===== config.mk =====
export PLATFORM = sky130hd
export DESIGN_NAME = fpu_bf16_arbiter
export DESIGN_NICKNAME = d
export VERILOG_FILES = /design/src/rtl/fpu_bf16_pkg.sv /design/src/rtl/fpu_rr_arb2.sv /design/src/rtl/fpu_bf16_arbiter.sv
export SDC_FILE = /design/constraint.sdc
export NUM_CORES = 1
export LEC_CHECK = 0
export BUFFER_PORTS_ARGS = -buffer_cell sky130_fd_sc_hd__buf_2
export CAP_MARGIN = 20
export CORE_MARGIN = 2
export CORE_UTILIZATION = 46
export DETAILED_ROUTE_END_ITERATION = 8
export PLACE_DENSITY_LB_ADDON = 0.2
export SETUP_SLACK_MARGIN = 0.2
export SYNTH_ARGS = -nofsm -noshare
export SYNTH_HDL_FRONTEND = slang
export SYNTH_HIERARCHICAL = 1
export SYNTH_SLANG_ARGS = --single-unit
export TNS_END_PERCENT = 30

===== constraint.sdc =====
create_clock -name wb_clk_i -period 2.9 [get_ports wb_clk_i]
set_input_delay 0.145 -clock wb_clk_i [delete_from_list [all_inputs] [get_ports wb_clk_i]]
set_output_delay 0.145 -clock wb_clk_i [all_outputs]
set_load 0.01 [all_outputs]

===== src/rtl/fpu_bf16_pkg.sv =====
// Shared definitions for the bfloat16 FPU arbiter: op codes, flag positions and FSM states.
// Used by fpu_bf16_arbiter and fpu_rr_arb2.
package fpu_bf16_pkg;

    localparam logic [4:0] FADD   = 5'd0;
    localparam logic [4:0] FSUB   = 5'd1;
    localparam logic [4:0] FMUL   = 5'd2;
    localparam logic [4:0] FMADD  = 5'd3;
    localparam logic [4:0] FMSUB  = 5'd4;
    localparam logic [4:0] FNMADD = 5'd5;
    localparam logic [4:0] FNMSUB = 5'd6;
    localparam logic [4:0] FMIN   = 5'd7;
    localparam logic [4:0] FMAX   = 5'd8;
    localparam logic [4:0] FEQ    = 5'd9;
    localparam logic [4:0] FLT    = 5'd10;
    localparam logic [4:0] FLE    = 5'd11;
    localparam logic [4:0] FCLASS = 5'd12;
    localparam logic [4:0] F2I    = 5'd13;
    localparam logic [4:0] I2F    = 5'd14;
    localparam logic [4:0] FSGNJ  = 5'd15;
    localparam logic [4:0] FMV    = 5'd16;

    localparam logic [15:0] BF16_QNAN = 16'h7FC0;

    // Exception flag bit positions within the 5-bit {NV,DZ,OF,UF,NX} vector.
    localparam int FLAG_NV = 4;
    localparam int FLAG_DZ = 3;
    localparam int FLAG_OF = 2;
    localparam int FLAG_UF = 1;
    localparam int FLAG_NX = 0;

    localparam logic [4:0] FLAGS_TIMEOUT = 5'(1 << FLAG_NV);

    typedef enum logic [1:0] {
        IDLE  = 2'd0,
        ISSUE = 2'd1,
        WAIT  = 2'd2,
        RESP  = 2'd3
    } arb_state_t;

    function automatic logic [1:0] onehot2(input logic idx);
        return idx ? 2'b10 : 2'b01;
    endfunction

endpackage


===== src/rtl/fpu_rr_arb2.sv =====
// Combinational two-way round-robin grant: a lone requester always wins,
// and on contention the requester that was not served last wins.
module fpu_rr_arb2
    import fpu_bf16_pkg::*;
(
    input  logic [1:0] valid,
    input  logic       last_grant,
    output logic       grant_valid,
    output logic       grant_idx
);

    always_comb begin
        grant_valid = |valid;
        grant_idx   = 1'b0;
        if (valid == 2'b11) begin
            grant_idx = ~last_grant;
        end else if (valid[1]) begin
            grant_idx = 1'b1;
        end
    end

endmodule


===== src/rtl/fpu_bf16_arbiter.sv =====
// Shares one multi-cycle bfloat16 FPU between two requesters with a watchdog abort.
// Optional macro FPU_ARB_PERF_EN adds per-requester op counters and a timeout counter.
module fpu_bf16_arbiter
    import fpu_bf16_pkg::*;
#(
    parameter int OP_W           = 5,
    parameter int DATA_W         = 16,
    parameter int TIMEOUT_CYCLES = 64
) (
    input  logic                wb_clk_i,
    input  logic                wb_rst_i,
    input  logic [1:0]          req_valid_i,
    output logic [1:0]          req_ready_o,
    input  logic [2*OP_W-1:0]   req_op_i,
    input  logic [2*DATA_W-1:0] req_a_i,
    input  logic [2*DATA_W-1:0] req_b_i,
    input  logic [2*DATA_W-1:0] req_c_i,
    output logic [1:0]          resp_valid_o,
    input  logic [1:0]          resp_ready_i,
    output logic [DATA_W-1:0]   resp_data_o,
    output logic [4:0]          resp_flags_o,
    output logic                resp_err_o,
    output logic                fpu_start_o,
    output logic [OP_W-1:0]     fpu_op_o,
    output logic [DATA_W-1:0]   fpu_a_o,
    output logic [DATA_W-1:0]   fpu_b_o,
    output logic [DATA_W-1:0]   fpu_c_o,
    input  logic                fpu_done_i,
    input  logic [DATA_W-1:0]   fpu_result_i,
    input  logic [4:0]          fpu_flags_i,
    output logic                busy_o
`ifdef FPU_ARB_PERF_EN
    ,
    output logic [31:0]         perf_ops_o,
    output logic [7:0]          perf_timeouts_o
`endif
);

    localparam logic [15:0] TIMER_LAST = 16'(TIMEOUT_CYCLES - 1);

    arb_state_t  state, next_state;
    logic        owner;
    logic        last_grant;
    logic [15:0] timer;
    logic        grant_valid;
    logic        grant_idx;
    logic        capture;
    logic        load_done;
    logic        load_timeout;
    logic        resp_hs;

    fpu_rr_arb2 u_arb (
        .valid       (req_valid_i),
        .last_grant  (last_grant),
        .grant_valid (grant_valid),
        .grant_idx   (grant_idx)
    );

    always_ff @(posedge wb_clk_i or posedge wb_rst_i) begin
        if (wb_rst_i) begin
            state <= IDLE;
        end else begin
            state <= next_state;
        end
    end

    // Done takes priority over watchdog expiry when both land in the same cycle.
    always_comb begin
        next_state   = state;
        capture      = 1'b0;
        load_done    = 1'b0;
        load_timeout = 1'b0;
        resp_hs      = 1'b0;
        case (state)
            IDLE: begin
                if (grant_valid) begin
                    capture    = 1'b1;
                    next_state = ISSUE;
                end
            end
            ISSUE: next_state = WAIT;
            WAIT: begin
                if (fpu_done_i) begin
                    load_done  = 1'b1;
                    next_state = RESP;
                end else if (timer == TIMER_LAST) begin
                    load_timeout = 1'b1;
                    next_state   = RESP;
                end
            end
            RESP: begin
                if (resp_ready_i[owner]) begin
                    resp_hs    = 1'b1;
                    next_state = IDLE;
                end
            end
            default: next_state = IDLE;
        endcase
    end

    assign req_ready_o  = (state == IDLE && grant_valid) ? onehot2(grant_idx) : 2'b00;
    assign resp_valid_o = (state == RESP) ? onehot2(owner) : 2'b00;
    assign fpu_start_o  = (state == ISSUE);
    assign busy_o       = (state != IDLE);

    // last_grant resets to 1 so that the first contended grant goes to requester 0.
    always_ff @(posedge wb_clk_i or posedge wb_rst_i) begin
        if (wb_rst_i) begin
            owner        <= 1'b0;
            last_grant   <= 1'b1;
            timer        <= '0;
            fpu_op_o     <= '0;
            fpu_a_o      <= '0;
            fpu_b_o      <= '0;
            fpu_c_o      <= '0;
            resp_data_o  <= '0;
            resp_flags_o <= '0;
            resp_err_o   <= 1'b0;
        end else begin
            if (capture) begin
                owner      <= grant_idx;
                last_grant <= grant_idx;
                fpu_op_o   <= grant_idx ? req_op_i[OP_W +: OP_W]   : req_op_i[0 +: OP_W];
                fpu_a_o    <= grant_idx ? req_a_i[DATA_W +: DATA_W] : req_a_i[0 +: DATA_W];
                fpu_b_o    <= grant_idx ? req_b_i[DATA_W +: DATA_W] : req_b_i[0 +: DATA_W];
                fpu_c_o    <= grant_idx ? req_c_i[DATA_W +: DATA_W] : req_c_i[0 +: DATA_W];
            end
            if (state == ISSUE) begin
                timer <= '0;
            end else if (state == WAIT) begin
                timer <= timer + 16'd1;
            end
            if (load_done) begin
                resp_data_o  <= fpu_result_i;
                resp_flags_o <= fpu_flags_i;
                resp_err_o   <= 1'b0;
            end else if (load_timeout) begin
                resp_data_o  <= DATA_W'(BF16_QNAN);
                resp_flags_o <= FLAGS_TIMEOUT;
                resp_err_o   <= 1'b1;
            end
        end
    end

`ifdef FPU_ARB_PERF_EN
    logic [15:0] ops0, ops1;
    logic [7:0]  timeouts;

    // Op counters wrap; the timeout counter saturates so a stuck FPU stays visible.
    always_ff @(posedge wb_clk_i or posedge wb_rst_i) begin
        if (wb_rst_i) begin
            ops0     <= '0;
            ops1     <= '0;
            timeouts <= '0;
        end else begin
            if (resp_hs && !owner) begin
                ops0 <= ops0 + 16'd1;
            end
            if (resp_hs && owner) begin
                ops1 <= ops1 + 16'd1;
            end
            if (load_timeout && timeouts != 8'hFF) begin
                timeouts <= timeouts + 8'd1;
            end
        end
    end

    assign perf_ops_o      = {ops1, ops0};
    assign perf_timeouts_o = timeouts;
`endif

endmodule


* Yosys cells after proc, flatten, opt, wreduce, memory -nomap -nowiden *
Index checks and enable logic that the tools add are counted.

storage, ports and cells
  register bits after elaboration = 95
  output and inout bits = 81
  word-level logic and storage cells = 61

cells by class
  $add $sub $neg = 1
  order comparisons = 1
  equality and inequality tests = 8
  multiplexer cells = 32
  bitwise logic cells = 1
  reductions and logical operators = 7

operators with widths
  cell                     number
  $mux W16                 7
  $add A16 B1 Y16 const B  1
  $eq A16 B6 Y1 const B    1
  $mux W2                  8
  $mux W5                  3
  $mux W1                  13
  $pmux W2 S4              1
  $eq A2 B2 Y1 const B     3
  $reduce_bool A2 Y1       3
  $ne A2 B2 Y1 const B     2
  $ne A3 B3 Y1 const B     1
  $reduce_and A3 Y1        1
  $eq A2 B1 Y1 const B     1
  $logic_not A2 Y1         1
  $lt A1 B2 Y1 const B     1
  $reduce_or A2 Y1         1
  $logic_and A1 B1 Y1      1
  $not A1 Y1               1

* Logic depth before layout (Yosys ltp) *
Gate-level depths: netlist of the first run.

  depth after elaboration = 6
  gate-level depth with buffers = 7
  mapped depth without buffers = 6

* Hierarchy *
The synthesis of the first run kept the hierarchy.

modules (own cells, without submodules)
  module            instances  cells an instance  area an instance (sq um)
  fpu_bf16_arbiter  1          401                4,286.6
  fpu_rr_arb2       1          2                  13.8

* Least setup slack after synthesis of the first run *
OpenSTA, ideal clock, no wires.

  kind = register to register
  from = register state[0]
  to = register timer[13]
  data arrival time = 1,985 ps
  required time = 2,823 ps
  setup slack = 838 ps
  stages on the path, launching flop included = 7
  clock period less this slack = 2,062 ps
  path through = dfrtp_1 inv_1 ha_1 nand4_4 or4_4 or3_1 a21oi_1

on the way
  cells in the longest elaborated chain, start to end = 2
  elaborated cells on any way between the ends = 4
  those cells by class = eq/ne: 2; mux: 1; reduce/logical: 1

RTL lines
  item                                                   line                                              source
  start, declared                                        fpu_bf16_arbiter.sv:41                            arb_state_t state, next_state;
  start signal, assigned                                 fpu_bf16_arbiter.sv:63                            state <= next_state;
  $eq A2 B1 Y1 / $eq A2 B2 Y1 (equally long branches)    fpu_bf16_arbiter.sv:128, fpu_bf16_arbiter.sv:130
  $mux W16 / $reduce_bool A2 Y1 (equally long branches)  --
  end signal, assigned                                   fpu_bf16_arbiter.sv:131                           timer <= timer + 16'd1;
  end, declared                                          fpu_bf16_arbiter.sv:44                            logic [15:0] timer;

Parallel ways exist; a longest one is shown, timed or not.
A chain may end at the register's enable or synchronous reset.

* Final worst setup path of the first run *
Same ends and word-level chain as after synthesis.

==> results.cfg, run 1 <==
[status]
run_status = finished clean

[critical_path]
crit_fanout = 7
cp-start-kind = flop
cp.required_ns = 3.18
crit_slowest_cell = or4_4
worstPathCellList = inv_1, ha_1, nand4_4, or4_4, or3_1, a21oi_1
max_stage_delay_ns = 0.57
startpoint = state[0]
worstReg2RegStart = state[0]
path_class = reg -> reg
worst_ep_arrival_time_ns = 2.50
cp-end-kind = flop

[pwr]
ir_drop_mv = 0.365
pwr-share-clk = 0.168
power_density_nw_per_um2 = 920
seqPwrFrac = 0.416
pwr-share-comb = 0.416
p_int_mw = 3.25
power.switching_mw = 2.04
sw_frac_of_total = 0.385
leakagePower_nw = 3.06

[route]
routed_wl_um = 10400
drt-initial-drc-count = 90
drt-wirelength-per-cell_um = 14.1
vias = 3688
drc = 0
ant_nets = 0
dr.pass1.iters = 4
drt-vias-per-instance = 5.02

[cts]
clkLatencyLatePin_ns = 0.36
path_clk_slew_ns = 0.10
cts_resized = 0
cts_buffer_depth = 2
root_buffer = clkbuf_8
cts_buffers = 9
cts_num_sinks = 95
cts_tree = yes
cts_max_level = 3

[die]
dieArea_sq_um = 10100
core_sq_um = 9150
rows = 35
pin_count = 215
die_h_um = 101
dieWidth_um = 101
start_util = 0.470

[flow_run]
drv_cap = 0

[yosys]
synthCells = 403
yosysTopAreaCell = dfrtp_1
yosysTopAreaCellShare = 0.547
synthSimpleGateAreaFrac = 0.119
muxShareOfSynthArea = 0.133
synthTopCellsByArea = dfrtp_1, mux2i_1, o21ai_0, nand2_1, a22o_1
synth_warnings = 6
synth-main-ff-cell = dfrtp_1
async_flop_share = 1.00
synth_top_family_by_area = compound AO/OA/AOI/OAI gates
syn_nets = 543
synth_cell_types = 40
synth_fa_ha_area_frac = 0.0175
syn-cell-area_sq_um = 4300
synth_xor_area_frac = 0.0122
synth_compound_area_frac = 0.135
ys_seq_elements = 95
yosysSeqAreaShare = 0.553
avgSynthCellArea_sq_um = 10.7
synth_edf_count = 0

[global_route]
grt_first_pass_wirelength_um = 16500
grt_usage = 0.206
antenna_found_initial = 0
grt_pass1_vias = 3512
grt-ovfl-total = 0
grt_start_max_net_pins = 62

[min_path]
hp-class = in -> reg
hold_start = fpu_result_i[2]

[timing]
setup-tns-final_ns = 0
rsz0062_at_grt = no
max-slew-margin-rel = 0.392
slew_viol_final = 0
skew_ns = 0.0116
setup_viol_count_final = 0
period_share = 0.766
fmax_ghz = 0.450
period_needed_ns = 2.22
worstMarginPinSlew_ns = 0.909
hold_viol_final = 0

[placed_design]
portBuffers = 214
dp_hpwl_um = 8040
gp_congestion = 0.810
post-place-cells = 712

[cells_and_area]
final_nets = 759
drive_above_1_share = 0.396
area_growth_pct = 33.9
fillCellCount = 800
antennaDiodeCount = 0
final_cells = 735
-- final cells by class --
type	instances	area, sq um	area share
clock inverters	6	67.6	0.0117
multi-input cells	276	1800	0.313
clock buffers	10	138	0.0239
repair buffers	227	1190	0.207
well taps	111	139	0.0241
flip-flops and latches	95	2380	0.413
inverters	10	38.8	0.00674
-- what timing repair did --
| item | in CTS | in global routing |
|---|---|---|
| hold endpoints to repair | 42 | 0 |
| hold buffers | 6 | 0 |
| setup buffers | 0 | 0 |
-- per-stage QoR --
stage          power (mW)  hold WS (ns)  utilization  worst slack (ns)  area [sq um]
6_report             5.29        0.0193        0.629             0.679          5760
5_1_grt              5.71        0.0116        0.629             0.447          5760
4_1_cts              5.37       0.00432        0.629             0.637          5750
3_5_place_dp         4.46         0.254        0.600             0.641          5490
3_3_place_gp         4.36         0.247        0.600             0.740          5490
2_1_floorplan        3.54         0.285            -             0.280          4300
-- Yosys cell counts, types with 2 or more instances --
library cell  instances
nand2b_1              2
ha_1                  6
nand2_1              68
xnor2_1               4
nor4_1                3
and2_1                2
o21ai_0              60
nand4_1               3
nand3_1               3
o22a_1               10
a21oi_1               8
or3_1                 3
a22o_1               13
mux2i_1              56
dfrtp_1              94
nor3_1                5
buf_1                 5
clkbuf_1             14
nor2_1               13
xor2_1                2
inv_1                10
-- cells in the final DEF (no fill, tap or decap), types with 2 or more instances in the layout --
| cell type | Yosys | layout |
|---|---|---|
| a21oi_1 | 8 | 8 |
| clkinv_2 | 0 | 2 |
| ha_1 | 6 | 6 |
| nor3_1 | 5 | 5 |
| nand3_1 | 3 | 3 |
| buf_4 | 1 | 5 |
| xor2_1 | 2 | 2 |
| xnor2_1 | 4 | 4 |
| o22a_1 | 10 | 10 |
| nor2_1 | 13 | 13 |
| inv_1 | 10 | 9 |
| buf_2 | 1 | 215 |
| mux2i_1 | 56 | 56 |
| a22o_1 | 13 | 13 |
| nor4_1 | 3 | 3 |
| nand4_1 | 3 | 3 |
| nand2b_1 | 2 | 2 |
| o21ai_0 | 60 | 60 |
| dfrtp_1 | 94 | 94 |
| nand2_1 | 68 | 67 |
| and2_1 | 2 | 2 |
| or3_1 | 3 | 3 |
| clkbuf_8 | 0 | 10 |
| clkinvlp_4 | 0 | 2 |
| dlygate4sd3_1 | 0 | 6 |
-- final timing paths --
kind / end / cells after the start / slack [ns]
max: timer[13] / 6 / 0.68
min: resp_data_o[2] / 2 / 0.02
max reg2reg: timer[13] / 6 / 0.68
min reg2reg: fpu_c_o[8] / 2 / 0.48
max in group asynchronous: last_grant / 4 / 1.67
min in group asynchronous: fpu_c_o[4] / 3 / 0.38
-- per-layer routing --
metal  global-route usage  up-vias  share of wire
li1                     -     1844              -
met1                0.259     1699           0.42
met2                0.346      134           0.50
met3               0.0506       11          0.065
met4               0.0727        0          0.014
met5                    0        -              0
-- worst max-delay path, delay by kind of cell, from the launching register on --
kind            cells  cell delay [ns]
compound gates      1             0.15
fa+ha+maj           1             0.43
buf+inv             1             0.10
flops               1             0.38
simple gates        3             1.10
-- state kept, by name, summed over array words and instances, names as in the netlist --
| register | cells |
|---|---|
| fpu_a_o | 16 |
| fpu_b_o | 16 |
| fpu_c_o | 16 |
| fpu_op_o | 5 |
| last_grant | 1 |
| owner | 1 |
| resp_data_o | 16 |
| resp_err_o | 1 |
| resp_flags_o | 5 |
| state | 2 |
| timer | 16 |
-- power by group through the flow --
stage	clock network [mW]	logic, mW	registers (mW)
final	0.888	2.21	2.20
after CTS	0.916	2.24	2.20
after global routing	0.973	2.47	2.27
after global placement	0	2.16	2.20
after detailed placement	0	2.25	2.22
after floorplan	0	1.11	2.43
-- kinds of logic (layout without fill, tap and decap cells) --
| logic type | after synthesis | after routing |
|---|---|---|
| AO/OA/AOI/OAI | 96 | 96 |
| AND/OR/NAND/NOR | 111 | 111 |
| flip-flops | 95 | 95 |
| buffers and inverters | 32 | 253 |
| adder cells (fa/ha/maj) | 6 | 6 |
| multiplexers | 57 | 57 |
| XOR/XNOR | 6 | 6 |
Power figures use the tool's default switching activity.
==> inputs of run 2 (changes only) <==
- clock period: 2.9 -> 2.1 ns (I/O delays scaled with it)
==> run 2 against run 1 <==
Net effect:
- clock power grew 52%
- critical path depth did not move
- worst hold slack lost 0.0068 ns
- global-route usage grew 1.1 points
- critical path type unchanged
- wire length up 8.0%
- setup slack worse by 0.47 ns
==> results.cfg, run 2 (same netlist as run 1, synthesis figures left out) <==
[cts]
clkLatencyLatePin_ns = 0.36
cts_num_sinks = 95
cts_tree = yes
root_buffer = clkbuf_8
cts_buffers = 9
cts_buffer_depth = 2
path_clk_slew_ns = 0.09
cts_max_level = 3

[timing]
setup-tns-final_ns = 0
rsz0062_at_grt = yes
fmax_ghz = 0.528
worstMarginPinSlew_ns = 0.547
setup_viol_count_final = 0
hold_viol_final = 0
period_needed_ns = 1.89
slew_viol_final = 0
max-slew-margin-rel = 0.634
period_share = 0.901
skew_ns = 0.0140

[route]
drt-initial-drc-count = 97
drc = 0
routed_wl_um = 11200
drt-vias-per-instance = 5.08
vias = 3853
ant_nets = 0
dr.pass1.iters = 4
drt-wirelength-per-cell_um = 14.8

[cells_and_area]
antennaDiodeCount = 0
area_growth_pct = 41.0
multiInputGateArea_sq_um = 1860
fillCellCount = 755
final_nets = 783
fin_util = 0.662
regArea_sq_um = 2380
mostFrequentLayoutCells = buf_2, dfrtp_1, nand2_1
drive_above_1_share = 0.407
final_common_cell = buf_2

[critical_path]
worst_ep_arrival_time_ns = 2.17
path_class = reg -> reg
r2r_end = timer[13]
crit_slowest_cell = or4_4
cp.required_ns = 2.38
rrSetupSlack_ns = 0.21
max_stage_delay_ns = 0.52
cp_top_family = simple AND/OR/NAND/NOR gates
worst-path-buf-inv = 1
cp-end-kind = flop
worstReg2RegStart = state[0]
cp-start-kind = flop
ff2ff_path_depth = 6
crit_fanout = 5
worstPathCellList = inv_2, ha_4, nand4_4, or4_4, or3_1, a21oi_2

[min_path]
hold_end = resp_data_o[13]
holdPathStages = 2
hold_start = fpu_result_i[13]
hp-class = in -> reg

[flow_run]
drv_cap = 0

[die]
rows = 35
dieWidth_um = 101
dieArea_sq_um = 10100
pin_count = 215
start_util = 0.470
die_h_um = 101
core_sq_um = 9150

[global_route]
grt_pass1_vias = 3726
grt-ovfl-total = 0
grt_usage = 0.216
antenna_found_initial = 0
grt_first_pass_wirelength_um = 17400
grt_start_max_net_pins = 53

[pwr]
power_density_nw_per_um2 = 1280
ir_drop_mv = 0.609
leakagePower_nw = 3.18

[placed_design]
portBuffers = 214
gp_congestion = 0.781
dp_hpwl_um = 8150

[status]
run_status = finished clean
run 2: cell count changes in the layout (fill, tap and decap cells not counted), moves of 2 or more:
cell / previous run / this run
buf_4: 5 / 14
inv_1: 9 / 7
a21oi_1: 8 / 6
dlygate4sd3_1: 6 / 20
a21oi_2: 0 / 2
inv_2: 0 / 2
run 2: worst register-to-register path, stage by stage, from the launching register on:
cell and delay [ns]:
dfrtp_1 0.37, inv_2 0.07, ha_4 0.28, nand4_4 0.08, or4_4 0.52, or3_1 0.38
a21oi_2 0.12
run 2: cell type report:
cell class,count,area share
multi-input cells,277,0.307
flip-flops and latches,95,0.392
clock inverters,6,0.0149
well taps,111,0.0229
repair buffers,250,0.234
clock buffers,10,0.0227
inverters,10,0.00681
run 2: routing by layer:
layer  vias up  global-route usage  routed length [um]  part of all wire
met5         -                   0                   0                 0
met4         0              0.0727                 200             0.018
met3        16              0.0527                 619             0.055
met2       142               0.378                5760              0.51
met1      1808               0.261                4630              0.41
li1       1887                   -                   -                 -
run 2: stage by stage:
step / total power, mW / setup slack [ns] / instances / cell area [sq um] / hold WS [ns]
2_1_floorplan: 4.89 / 0.0376 / 403 / 4300 / 0.245
3_3_place_gp: 6.11 / 0.112 / 718 / 5550 / 0.173
3_5_place_dp: 6.25 / 0.0573 / 718 / 5550 / 0.175
4_1_cts: 7.71 / 0.170 / 755 / 6010 / 0.0000790
5_1_grt: 8.31 / 0.150 / 759 / 6060 / 0.000802
6_report: 7.73 / 0.207 / 759 / 6060 / 0.0125
run 2: worst max-delay path by stage:
| stage | startpoint | slack (ns) | depth (start not counted) | endpoint |
|---|---|---|---|---|
| after global routing | state[0] | 0.15 | 6 | timer[13] |
| final | state[0] | 0.21 | 6 | timer[13] |
| after floorplan | state[0] | 0.04 | 6 | timer[13] |
| after detailed placement | state[0] | 0.06 | 6 | timer[13] |
| after global placement | state[0] | 0.11 | 6 | timer[13] |
| after CTS | state[0] | 0.17 | 6 | timer[15] |
run 2: where the power goes:
| group | switching [mW] | internal [mW] |
|---|---|---|
| Sequential | 0.445 | 2.60 |
| Clock | 0.643 | 0.710 |
| Combinational | 1.85 | 1.48 |
run 2: what timing repair did:
item,CTS,global route
setup buffers,2,2
endpoints found under the hold margin,38,1
pin swaps,2,4
endpoints found under the setup margin,5,15
hold buffers,19,1
cloned,0,1
gates resized for setup,5,3
==> inputs of run 3 (changes only) <==
- RECOVER_POWER: unset -> 100
==> run 3 against run 2 <==
Net effect:
- clock power hardly changed
- first-iteration DRC count is 18% higher
- sequential cell count stayed put
- sequential power hardly changed
- wire length hardly changed
- worst hold slack better by 0.00069 ns
- largest cell class unchanged
==> results.cfg, run 3 (same netlist as run 1, synthesis figures left out) <==
[cells_and_area]
mostFrequentLayoutCells = buf_2, dfrtp_1, clkbuf_1
final_nets = 783
antennaDiodeCount = 0
area_growth_pct = 37.9
drive_above_1_share = 0.272
final_common_cell = buf_2
fin_util = 0.648

[cts]
path_clk_slew_ns = 0.09
cts_tree = yes
clkLatencyLatePin_ns = 0.35
cts_max_level = 3
cts_num_sinks = 95
root_buffer = clkbuf_8
cts_buffer_depth = 2
cts_buffers = 9

[timing]
setup-tns-final_ns = 0
slew_viol_final = 0
setup_viol_count_final = 0
fmax_ghz = 0.512
period_share = 0.930
hold_viol_final = 0
rsz0062_at_grt = yes
skew_ns = 0.0127
max-slew-margin-rel = 0.270
period_needed_ns = 1.95
whs_ns = 0.0132
worstMarginPinSlew_ns = 1.09

[route]
vias = 3830
drc = 0
drt-vias-per-instance = 5.05
routed_wl_um = 11200
ant_nets = 0
dr.pass1.iters = 4
drt-wirelength-per-cell_um = 14.8
drt-initial-drc-count = 114

[global_route]
grt_usage = 0.216
grt_first_pass_wirelength_um = 17400
grt_start_max_net_pins = 53
antenna_found_initial = 0
grt_pass1_vias = 3726
grt-ovfl-total = 0

[status]
run_status = finished clean

[flow_run]
drv_cap = 0

[pwr]
ir_drop_mv = 0.600
power_density_nw_per_um2 = 1270
leakagePower_nw = 2.91

[placed_design]
dp_hpwl_um = 8150
gp_congestion = 0.781
portBuffers = 214

[min_path]
hp-class = in -> reg

[die]
rows = 35
pin_count = 215
core_sq_um = 9150
dieWidth_um = 101
dieArea_sq_um = 10100
start_util = 0.470
die_h_um = 101

[critical_path]
cp-end-kind = flop
crit_fanout = 5
path_class = reg -> reg
cp.required_ns = 2.36
worst_ep_arrival_time_ns = 2.22
cp-start-kind = flop
-- run 3: changes by cell type in the layout (fill, tap and decap cells not counted), moves of 2 or more --
| cell | previous run | this run |
|---|---|---|
| buf_2 | 214 | 134 |
| clkbuf_2 | 0 | 2 |
| buf_4 | 14 | 8 |
| clkbuf_1 | 0 | 83 |
| and2_0 | 0 | 2 |
-- run 3: path summary, 6_finish.rpt --
check                                   to  slack [ns]  cells after the start              from
setup / recovery                 timer[13]        0.15                      6          state[0]
max in group asynchronous         timer[0]        0.51                      4          wb_rst_i
min in group asynchronous  resp_data_o[15]        0.52                      3          wb_rst_i
hold / removal             resp_data_o[13]        0.01                      2  fpu_result_i[13]
setup reg to reg                 timer[13]        0.15                      6          state[0]
hold reg to reg                fpu_c_o[14]        0.48                      2       fpu_c_o[14]
-- run 3: final cells by class --
cell class	instances	area (sq um)
flip-flops and latches	95	2380
repair buffers	250	1300
clock inverters	6	90.1
fillers	802	3220
multi-input cells	277	1850
well taps	111	139
inverters	10	38.8
clock buffers	10	138
-- run 3: routing by layer --
| layer | wire, um | vias to the layer above | part of all wire | track usage |
|---|---|---|---|---|
| li1 | - | 1888 | - | - |
| met1 | 4640 | 1787 | 0.41 | 0.261 |
| met2 | 5730 | 137 | 0.51 | 0.378 |
| met3 | 605 | 18 | 0.054 | 0.0527 |
| met4 | 223 | 0 | 0.020 | 0.0727 |
| met5 | 0 | - | 0 | 0 |
-- run 3: repair_timing --
| action | in CTS | in global routing |
|---|---|---|
| setup buffers | 2 | 2 |
| hold buffers | 19 | 1 |
| hold endpoints to repair | 38 | 1 |
| cloned | 0 | 1 |
| resized for setup | 5 | 3 |
| endpoints found under the setup margin | 5 | 15 |
| pin swaps | 2 | 4 |
-- run 3: stage by stage --
stage	instance area, sq um	power (mW)	setup WS, ns	instances
after floorplan	4300	4.89	0.0376	403
after global placement	5550	6.11	0.112	718
after detailed placement	5550	6.25	0.0573	718
after CTS	6010	7.71	0.170	755
after global routing	5930	8.08	0.0820	759
final	5930	7.51	0.148	759
-- run 3: power breakdown --
group	switching [mW]	leakage (nW)	internal [mW]	total [mW]
logic	1.85	1.61	1.24	3.09
clock network	0.642	0.113	0.710	1.35
registers	0.463	1.18	2.60	3.06
-- run 3: worst max-delay path, cell delays in order (launching register included) --
cell and delay, ns:
dfrtp_1 0.36, inv_1 0.10, ha_4 0.29, nand4_4 0.08, or4_4 0.52, or3_1 0.37, a21oi_1 0.15
